[src/rtl/seg_scroll_marquee.sv]
// Scrolling-text driver for a bank of seven-segment digits: a small message RAM,
// a frame counter with a step prescaler, and a registered per-digit character select.

module seg_scroll_digit #(
    parameter int IDX     = 0,
    parameter int N_DIG   = 5,
    parameter int MSG_MAX = 8,
    parameter int SEG_W   = 8,
    parameter int FW      = 4,
    parameter int LW      = 4,
    parameter int AW      = 3
) (
    input  logic [FW-1:0]                   f,
    input  logic                            dir,
    input  logic [LW-1:0]                   len,
    input  logic [MSG_MAX-1:0][SEG_W-1:0]   mem,
    output logic [SEG_W-1:0]                code
);
    localparam logic [FW-1:0] POS_FWD = FW'(IDX);
    localparam logic [FW-1:0] POS_REV = FW'(N_DIG - 1 - IDX);

    logic [FW-1:0] pos;
    logic [FW-1:0] k;

    // pos is how many frames after the first character this digit starts showing text
    always_comb begin
        code = '0;
        pos  = dir ? POS_REV : POS_FWD;
        k    = f - pos - FW'(1);
        if (f > pos && k < FW'(len))
            code = mem[k[AW-1:0]];
    end
endmodule

module seg_scroll_marquee #(
    parameter int N_DIG   = 5,
    parameter int MSG_MAX = 8,
    parameter int SEG_W   = 8,
    parameter int DIVW    = 24,
    parameter int LW      = $clog2(MSG_MAX + 1),
    parameter int AW      = $clog2(MSG_MAX)
) (
    input  logic                     ck,
    input  logic                     rs,
    input  logic                     start,
    input  logic                     stop,
    input  logic                     hold,
    input  logic                     loop,
    input  logic                     dir,
    input  logic [LW-1:0]            msg_len,
    input  logic [DIVW-1:0]          div,
    input  logic                     wr_en,
    input  logic [AW-1:0]            wr_addr,
    input  logic [SEG_W-1:0]         wr_data,
    output logic [N_DIG*SEG_W-1:0]   seg,
    output logic                     busy,
    output logic                     done,
    output logic                     wrap
);
    localparam int FW = $clog2(MSG_MAX + N_DIG);

    typedef enum logic {S_IDLE, S_RUN} state_t;

    state_t                        state_q, state_d;
    logic [FW-1:0]                 f_q, f_d;
    logic [DIVW-1:0]               cnt_q, cnt_d;
    logic [DIVW-1:0]               div_q, div_d;
    logic [LW-1:0]                 len_q, len_d;
    logic                          dir_q, dir_d;
    logic                          loop_q, loop_d;
    logic                          done_q, done_d;
    logic                          wrap_q, wrap_d;
    logic [MSG_MAX-1:0][SEG_W-1:0] mem_q, mem_d;
    logic [N_DIG-1:0][SEG_W-1:0]   seg_q, seg_d;
    logic [LW-1:0]                 len_clamp;
    logic [FW-1:0]                 f_last;

    always_comb begin
        if (msg_len == '0)
            len_clamp = LW'(1);
        else if (msg_len > LW'(MSG_MAX))
            len_clamp = LW'(MSG_MAX);
        else
            len_clamp = msg_len;
    end

    assign f_last = FW'(len_q) + FW'(N_DIG - 1);

    always_comb begin
        mem_d = mem_q;
        if (wr_en && {1'b0, wr_addr} < (AW+1)'(MSG_MAX))
            mem_d[wr_addr] = wr_data;
    end

    always_comb begin
        state_d = state_q;
        f_d     = f_q;
        cnt_d   = cnt_q;
        len_d   = len_q;
        div_d   = div_q;
        dir_d   = dir_q;
        loop_d  = loop_q;
        done_d  = 1'b0;
        wrap_d  = 1'b0;
        case (state_q)
            S_IDLE: begin
                f_d   = '0;
                cnt_d = '0;
                if (start && !stop) begin
                    state_d = S_RUN;
                    len_d   = len_clamp;
                    div_d   = div;
                    dir_d   = dir;
                    loop_d  = loop;
                end
            end
            S_RUN: begin
                if (stop) begin
                    state_d = S_IDLE;
                    f_d     = '0;
                    cnt_d   = '0;
                end else if (!hold) begin
                    if (cnt_q < div_q) begin
                        cnt_d = cnt_q + DIVW'(1);
                    end else begin
                        cnt_d = '0;
                        if (f_q < f_last) begin
                            f_d = f_q + FW'(1);
                        end else begin
                            f_d = '0;
                            // a looping pass re-samples config so new text settings take effect here
                            if (loop_q) begin
                                wrap_d = 1'b1;
                                len_d  = len_clamp;
                                div_d  = div;
                                dir_d  = dir;
                                loop_d = loop;
                            end else begin
                                state_d = S_IDLE;
                                done_d  = 1'b1;
                            end
                        end
                    end
                end
            end
            default: state_d = S_IDLE;
        endcase
    end

    for (genvar i = 0; i < N_DIG; i++) begin : g_dig
        seg_scroll_digit #(
            .IDX(i), .N_DIG(N_DIG), .MSG_MAX(MSG_MAX), .SEG_W(SEG_W),
            .FW(FW), .LW(LW), .AW(AW)
        ) u_dig (
            .f    (f_q),
            .dir  (dir_q),
            .len  (len_q),
            .mem  (mem_q),
            .code (seg_d[i])
        );
    end

    always_ff @(posedge ck) begin
        if (!rs) begin
            state_q <= S_IDLE;
            f_q     <= '0;
            cnt_q   <= '0;
            len_q   <= LW'(1);
            div_q   <= '0;
            dir_q   <= 1'b0;
            loop_q  <= 1'b0;
            done_q  <= 1'b0;
            wrap_q  <= 1'b0;
            mem_q   <= '0;
            seg_q   <= '0;
        end else begin
            state_q <= state_d;
            f_q     <= f_d;
            cnt_q   <= cnt_d;
            len_q   <= len_d;
            div_q   <= div_d;
            dir_q   <= dir_d;
            loop_q  <= loop_d;
            done_q  <= done_d;
            wrap_q  <= wrap_d;
            mem_q   <= mem_d;
            seg_q   <= seg_d;
        end
    end

    assign seg  = seg_q;
    assign busy = (state_q == S_RUN);
    assign done = done_q;
    assign wrap = wrap_q;
endmodule

[config.mk]
export PLATFORM = sky130hd
export DESIGN_NAME = seg_scroll_marquee
export DESIGN_NICKNAME = d
export VERILOG_FILES = /design/src/rtl/seg_scroll_marquee.sv
export SDC_FILE = /design/constraint.sdc
export NUM_CORES = 1
export LEC_CHECK = 0
export BUFFER_PORTS_ARGS = -buffer_cell sky130_fd_sc_hd__buf_2
export CORE_MARGIN = 10
export CORE_UTILIZATION = 40
export CTS_BUF_LIST = sky130_fd_sc_hd__clkbuf_8 sky130_fd_sc_hd__clkbuf_16
export DETAILED_ROUTE_END_ITERATION = 8
export PLACE_DENSITY_LB_ADDON = 0.12
export SETUP_SLACK_MARGIN = 0.2
export SYNTH_ARGS = -nofsm -noshare
export SYNTH_HDL_FRONTEND = slang
export SYNTH_SLANG_ARGS = --single-unit
export TNS_END_PERCENT = 100
[constraint.sdc]
create_clock -name ck -period 6.4 [get_ports ck]
set_clock_uncertainty 0.05 [all_clocks]
set_input_delay 0.32 -clock ck [delete_from_list [all_inputs] [get_ports ck]]
set_output_delay 0.32 -clock ck [all_outputs]
set_load 0.01 [all_outputs]
== Word level (Yosys, flattened, before mapping) ==
Index checks and enable logic that the tools add are counted.

* Input bits: 47
* Word-level logic and storage cells: 147
* Output and inout port bits: 43
* Flip-flop bits (word level): 165

* Bitwise operators: 2
* Order comparisons: 20
* Reductions and logical operators: 18
* Equal/unequal tests: 8
* Muxes and demuxes: 64
* Add/sub/neg operators: 13

{| class="wikitable"
|+ Operators with widths
! operator !! count
|-
| $mux 24 || 9
|-
| $bmux 8 s3 || 5
|-
| $pmux 24 s2 || 2
|-
| $bwmux 64 || 1
|-
| $mux 4 || 12
|-
| $mux 8 || 6
|-
| $add 24x1->24 const B || 1
|-
| $demux 8 s3 || 1
|-
| $lt 24x24->1 || 1
|-
| $lt 3x4->1 const B || 6
|-
| $lt 4x4->1 || 6
|-
| $sub 4x1->4 const B || 5
|-
| $mux 1 || 19
|-
| $gt 4x4->1 || 4
|-
| $pmux 4 s2 || 2
|-
| $sub 4x4->4 || 4
|-
| $reduce_and 2->1 || 6
|-
| $ne 2x2->1 const B || 5
|-
| $logic_and 1x1->1 || 7
|-
| $mux 3 || 2
|-
| $ne 3x3->1 const B || 2
|-
| $pmux 1 s2 || 3
|-
| $reduce_and 6->1 || 1
|-
| $reduce_or 6->1 || 1
|-
| other kinds (12) || 14
|}

== Logic depth before layout (Yosys ltp) ==
* Depth in word-level cells: 9
* Gate-level depth with buffers: 13
* Depth with buffers taken out: 10

== Hierarchy ==
Synthesis repeated with hierarchy kept, for this count alone.

* Cells, all modules: 1366
* Area, all modules: 10998.0 µm²

{| class="wikitable"
|+ By module, submodules not included
! module !! cells an instance !! seq. area each (µm²) !! instances !! area each (µm²)
|-
| seg_scroll_marquee || 914 || 3303.2 || 1 || 7312.0
|-
| seg_scroll_digit (g_dig[0].u_dig ...) || 109 || 0.0 || 2 || 804.5
|-
| seg_scroll_digit (g_dig[2].u_dig) || 105 || 0.0 || 1 || 737.0
|-
| seg_scroll_digit (g_dig[1].u_dig) || 65 || 0.0 || 1 || 671.9
|-
| seg_scroll_digit (g_dig[3].u_dig) || 64 || 0.0 || 1 || 668.1
|}

== Worst setup path before layout ==
OpenSTA, ideal clock, no wires.

* Kind: reg2reg
* Start point: register f_q[0]
* End point: register seg_q, in the netlist seg[0]
* Path buffers: 4
* Stages on the path, launching flop included: 14
* Arrival time: 3103 ps
* Clock period less this slack: 3229 ps
* Path slack: 3171 ps
* Library setup time: 76 ps
* Data required time: 6274 ps
* Path through: dfxtp_1 > buf_2 > buf_1 > inv_1 > ha_1 > clkbuf_1 > clkbuf_1 > clkinv_1 > ha_1 > a21oi_1 > nor2b_1 > o21ai_0 > o2111ai_1 > a21oi_1

* Cells in the longest elaborated chain, start to end: 5
* Elaborated cells between the ends (all ways): 8
* Those cells by class: add/sub (2); order compare (2); mux (2); reduce/logical (2)

{| class="wikitable"
|+ RTL lines
! element !! RTL line !! text
|-
| start, declared || 65 || <nowiki>logic [FW-1:0] f_q, f_d;</nowiki>
|-
| start signal, assigned || 166 || <nowiki>f_q <= '0;</nowiki>
|-
| start signal, assigned || 178 || <nowiki>f_q <= f_d;</nowiki>
|-
| $sub 4x4->4 || 29 || <nowiki>k = f - pos - FW'(1);</nowiki>
|-
| $sub 4x1->4 || 29 ||
|-
| $lt 4x4->1 || 30 || <nowiki>if (f > pos && k < FW'(len))</nowiki>
|-
| $logic_and 1x1->1 || 30 ||
|-
| $reduce_and 2->1 (no source line) || -- ||
|-
| end signal, assigned || 187 || <nowiki>seg_q <= seg_d;</nowiki>
|-
| end, declared || 74 || <nowiki>logic [N_DIG-1:0][SEG_W-1:0] seg_q, seg_d;</nowiki>
|}

Several ways; a longest one is shown, not always the timed one. The select of a mux whose other input is x is not followed.
A chain may end at the register's enable or synchronous reset.

== Worst setup path in the final report ==
* Start point: register div_q[1]
* End point: register len_q[0]

* Cells in the longest elaborated chain, start to end: 3

{| class="wikitable"
|+ RTL lines
! element !! RTL line !! text
|-
| start, declared || 67 || <nowiki>logic [DIVW-1:0] div_q, div_d;</nowiki>
|-
| start signal, assigned || 181 || <nowiki>div_q <= div_d;</nowiki>
|-
| $lt 24x24->1 || 123 || <nowiki>if (cnt_q < div_q) begin</nowiki>
|-
| $ne 2x2->1 (no source line) || -- ||
|-
| $reduce_and 6->1 (no source line) || -- ||
|-
| end signal, assigned || 180 || <nowiki>len_q <= len_d;</nowiki>
|-
| end, declared || 68 || <nowiki>logic [LW-1:0] len_q, len_d;</nowiki>
|}

No other way between the ends.

==> results.txt <==
Status: finished, final reports clean
Tot Pwr: 2.230 mW
Hold WC Path Type: input port to register
Comb power frac: 0.067
Area Overhead vs Synth: 13.47%
Fin cells: 1319
Commonest non-fill, non-tap cell in the layout: nand2_1
Crit-path leading delay family: compound AO/OA/AOI/OAI gates
Buf/Inv on CP: 1
Root Buffer: clkbuf_16
GR Util met1: 0.2572
Synth Register Bits: 165
Post-Syn Nets: 1065
Pin count of the biggest net entering global routing: 80
H-tree depth: 4
Gr usage total: 0.1718
Die Ht: 169.8 um
Maxcap violations: 0
Met3 usage: 0.05229
Detailed-route DRC error count: 0
Net count, final: 1124
Die Area: 28850 um^2
Max Fclk: 254.2 MHz
Slowest-stage cell, CP: o311a_1
DR vias: 7162
Pwr Density: 218.8 nW/um^2
Die X: 169.8 um
Post-synthesis sequential area ratio: 0.3678
Yosys warning total: 0
Vias in the first global route: 6737
Routing usage on met2: 0.2323
Slew margin rel.: 0.1903
RSZ-0062 raised after global routing: false
Worst slew pin tran: 1.215 ns
CTS tree: built
Fillers: 2133
Ys async rst share: 0
Gpl congestion: 0.8516
Clock tree buffer depth: 2
Crit. End Element: register
Min Tclk post-route: 3.934 ns
Setup_tns: 0 ns
Final worst slack: 2.466 ns
Final core occ: 0.4641
Global route hottest layer: met1
Reg clk slew, reported paths: 0.07 ns
Period utilization: 0.6147
Core ar.: 21960 um^2
Initial Util: 0.4090
Startpoint Class: register
N_diodes: 0
Crit-path max FO: 29
Internal power: 1.629 mW
CTS Buf Count: 17
Sw Share: 0.2693
Kind of critical path: register to register
Syn Std Cell Area: 8981 um^2
Post-CTS sizing: 0
Row Count: 54
PortBufs: 89
Peak supply drop: 0.1258 mV
Synthesized instance count: 967
Primary FF master, synth: dfxtp_1
Most frequent cells in the layout: nand2_1 (225), dfxtp_1 (164), buf_2 (89)
Detailed Route Iter0 Violations: 552
Placed Instances: 1287
Antenna violations before repair: 1
Setup slack at placement: 2.519 ns
Clock sink count: 165
Hpwl dp: 17580 um
Final Max Slew Viols: 0
Routed Antenna Nets: 0
Overflow after GRT: 0
Final hold vios: 0
Lkg Pwr: 3.733 nW
Largest stage delay, worst path: 0.99 ns
Post-synth EDFFs: 0
Hold_buf cts: 0
CP cell instances: inv_1 > ha_1 > a2111oi_0 > nor4_1 > o311ai_1 > nor4b_4 > or3_1 > o311a_1 > a22oi_1
Final Setup Violations: 0
Syn Area/Cell: 9.288 um^2
Critical path required time: 6.61 ns
First-pass GRT wire length: 39200 um
Share of total power in sequential cells: 0.477
Share of layout cells above drive strength 1: 0.1935
Vias/cell: 5.430
Clock power frac: 0.456
First-pass DRT Iterations: 5
# IOs: 90
Routed WL per cell: 18.44 um
Yosys cell types: 51
Clock network latency to the later pin of the worst-skew pair: 0.44 ns
Critical path arrival: 4.14 ns
Routed wire length: 24330 um
Sw Pwr: 0.6007 mW
Post-CTS Setup Bufs: 0
-- area by class of cell --
type,count,area [um^2],share of cell area
multi-input combinational,696,5270,0.5171
clock buffer,17,425.4,0.04174
sequential,165,3307,0.3245
inverter,51,191.4,0.01878
timing repair buffer,95,490.5,0.04813
clock inverter,15,156.4,0.01535
tap,280,350.3,0.03438
-- logic make-up (layout without fill, tap and decap cells) --
family                     Yosys count  after routing  synth area share
AOI/OAI and AO/OA                  197            197            0.1456
xor gates and xnor gates            20             20           0.01950
adders and majority gates           51             51           0.07105
buffers and inverters              106            178           0.04806
DFF                                165            165            0.3678
muxes                               75             75            0.1729
and+or+nand+nor                    353            353            0.1751
-- state kept, by name, summed over array words and instances (netlist names) --
register  flops
busy          1
cnt_q        24
dir_q         1
div_q        24
done          1
f_q           4
len_q         4
loop_q        1
mem_q        64
seg          40
wrap          1
-- stage by stage --
step / hold slack (ns) / instance area (um^2)
after floorplan: 0.3919 / 8981
after global placement: 0.4073 / 9609
after detailed placement: 0.4042 / 9609
after CTS: 0.02662 / 10190
after global routing: 0.03938 / 10190
final: 0.04791 / 10190
-- power by group through the flow --
| stage | Clock (mW) | Sequential (mW) | Combinational, mW |
|---|---|---|---|
| 2_1_floorplan | 0 | 1.08 | 0.109 |
| 5_1_grt | 1.08 | 1.07 | 0.168 |
| 3_5_place_dp | 0 | 1.09 | 0.150 |
| 4_1_cts | 1.04 | 1.06 | 0.150 |
| 3_3_place_gp | 0 | 1.09 | 0.149 |
| 6_report | 1.02 | 1.06 | 0.150 |
-- synthesized netlist by cell type (all sizes together), types with 10 or more instances --
cell type  number  area, um^2
ha             51       638.1
clkbuf         30       112.6
dfxtp         165        3303
a22o           28       245.2
nand2         225       844.6
a21oi          68       340.3
xor2           15       131.4
nor2           33       123.9
o21ai          21       105.1
inv            48       180.2
nand3          20       100.1
mux4           64        1441
nor2b          20       125.1
buf            25       127.6
and3           11       68.82
a21boi         56       420.4
mux2i          10       100.1
-- path summary, 6_finish.rpt --
kind / from / to / slack, ns / cells past startpoint
setup / recovery: div_q[1]$_SDFFE_PN0P_ / len_q[0]$_SDFFE_PN1P_ / 2.47 / 9
hold / removal: div[5] / div_q[5]$_SDFFE_PN0P_ / 0.05 / 2
setup reg to reg: div_q[1]$_SDFFE_PN0P_ / len_q[0]$_SDFFE_PN1P_ / 2.47 / 9
hold reg to reg: div_q[6]$_SDFFE_PN0P_ / div_q[6]$_SDFFE_PN0P_ / 0.43 / 1
-- routing by layer --
metal | vias up | share of wire
met5 | - | 0
met2 | 211 | 0.41
met3 | 18 | 0.084
li1 | 3539 | -
met4 | 0 | 0.0093
met1 | 3394 | 0.50
Power figures use the tool's default switching activity.
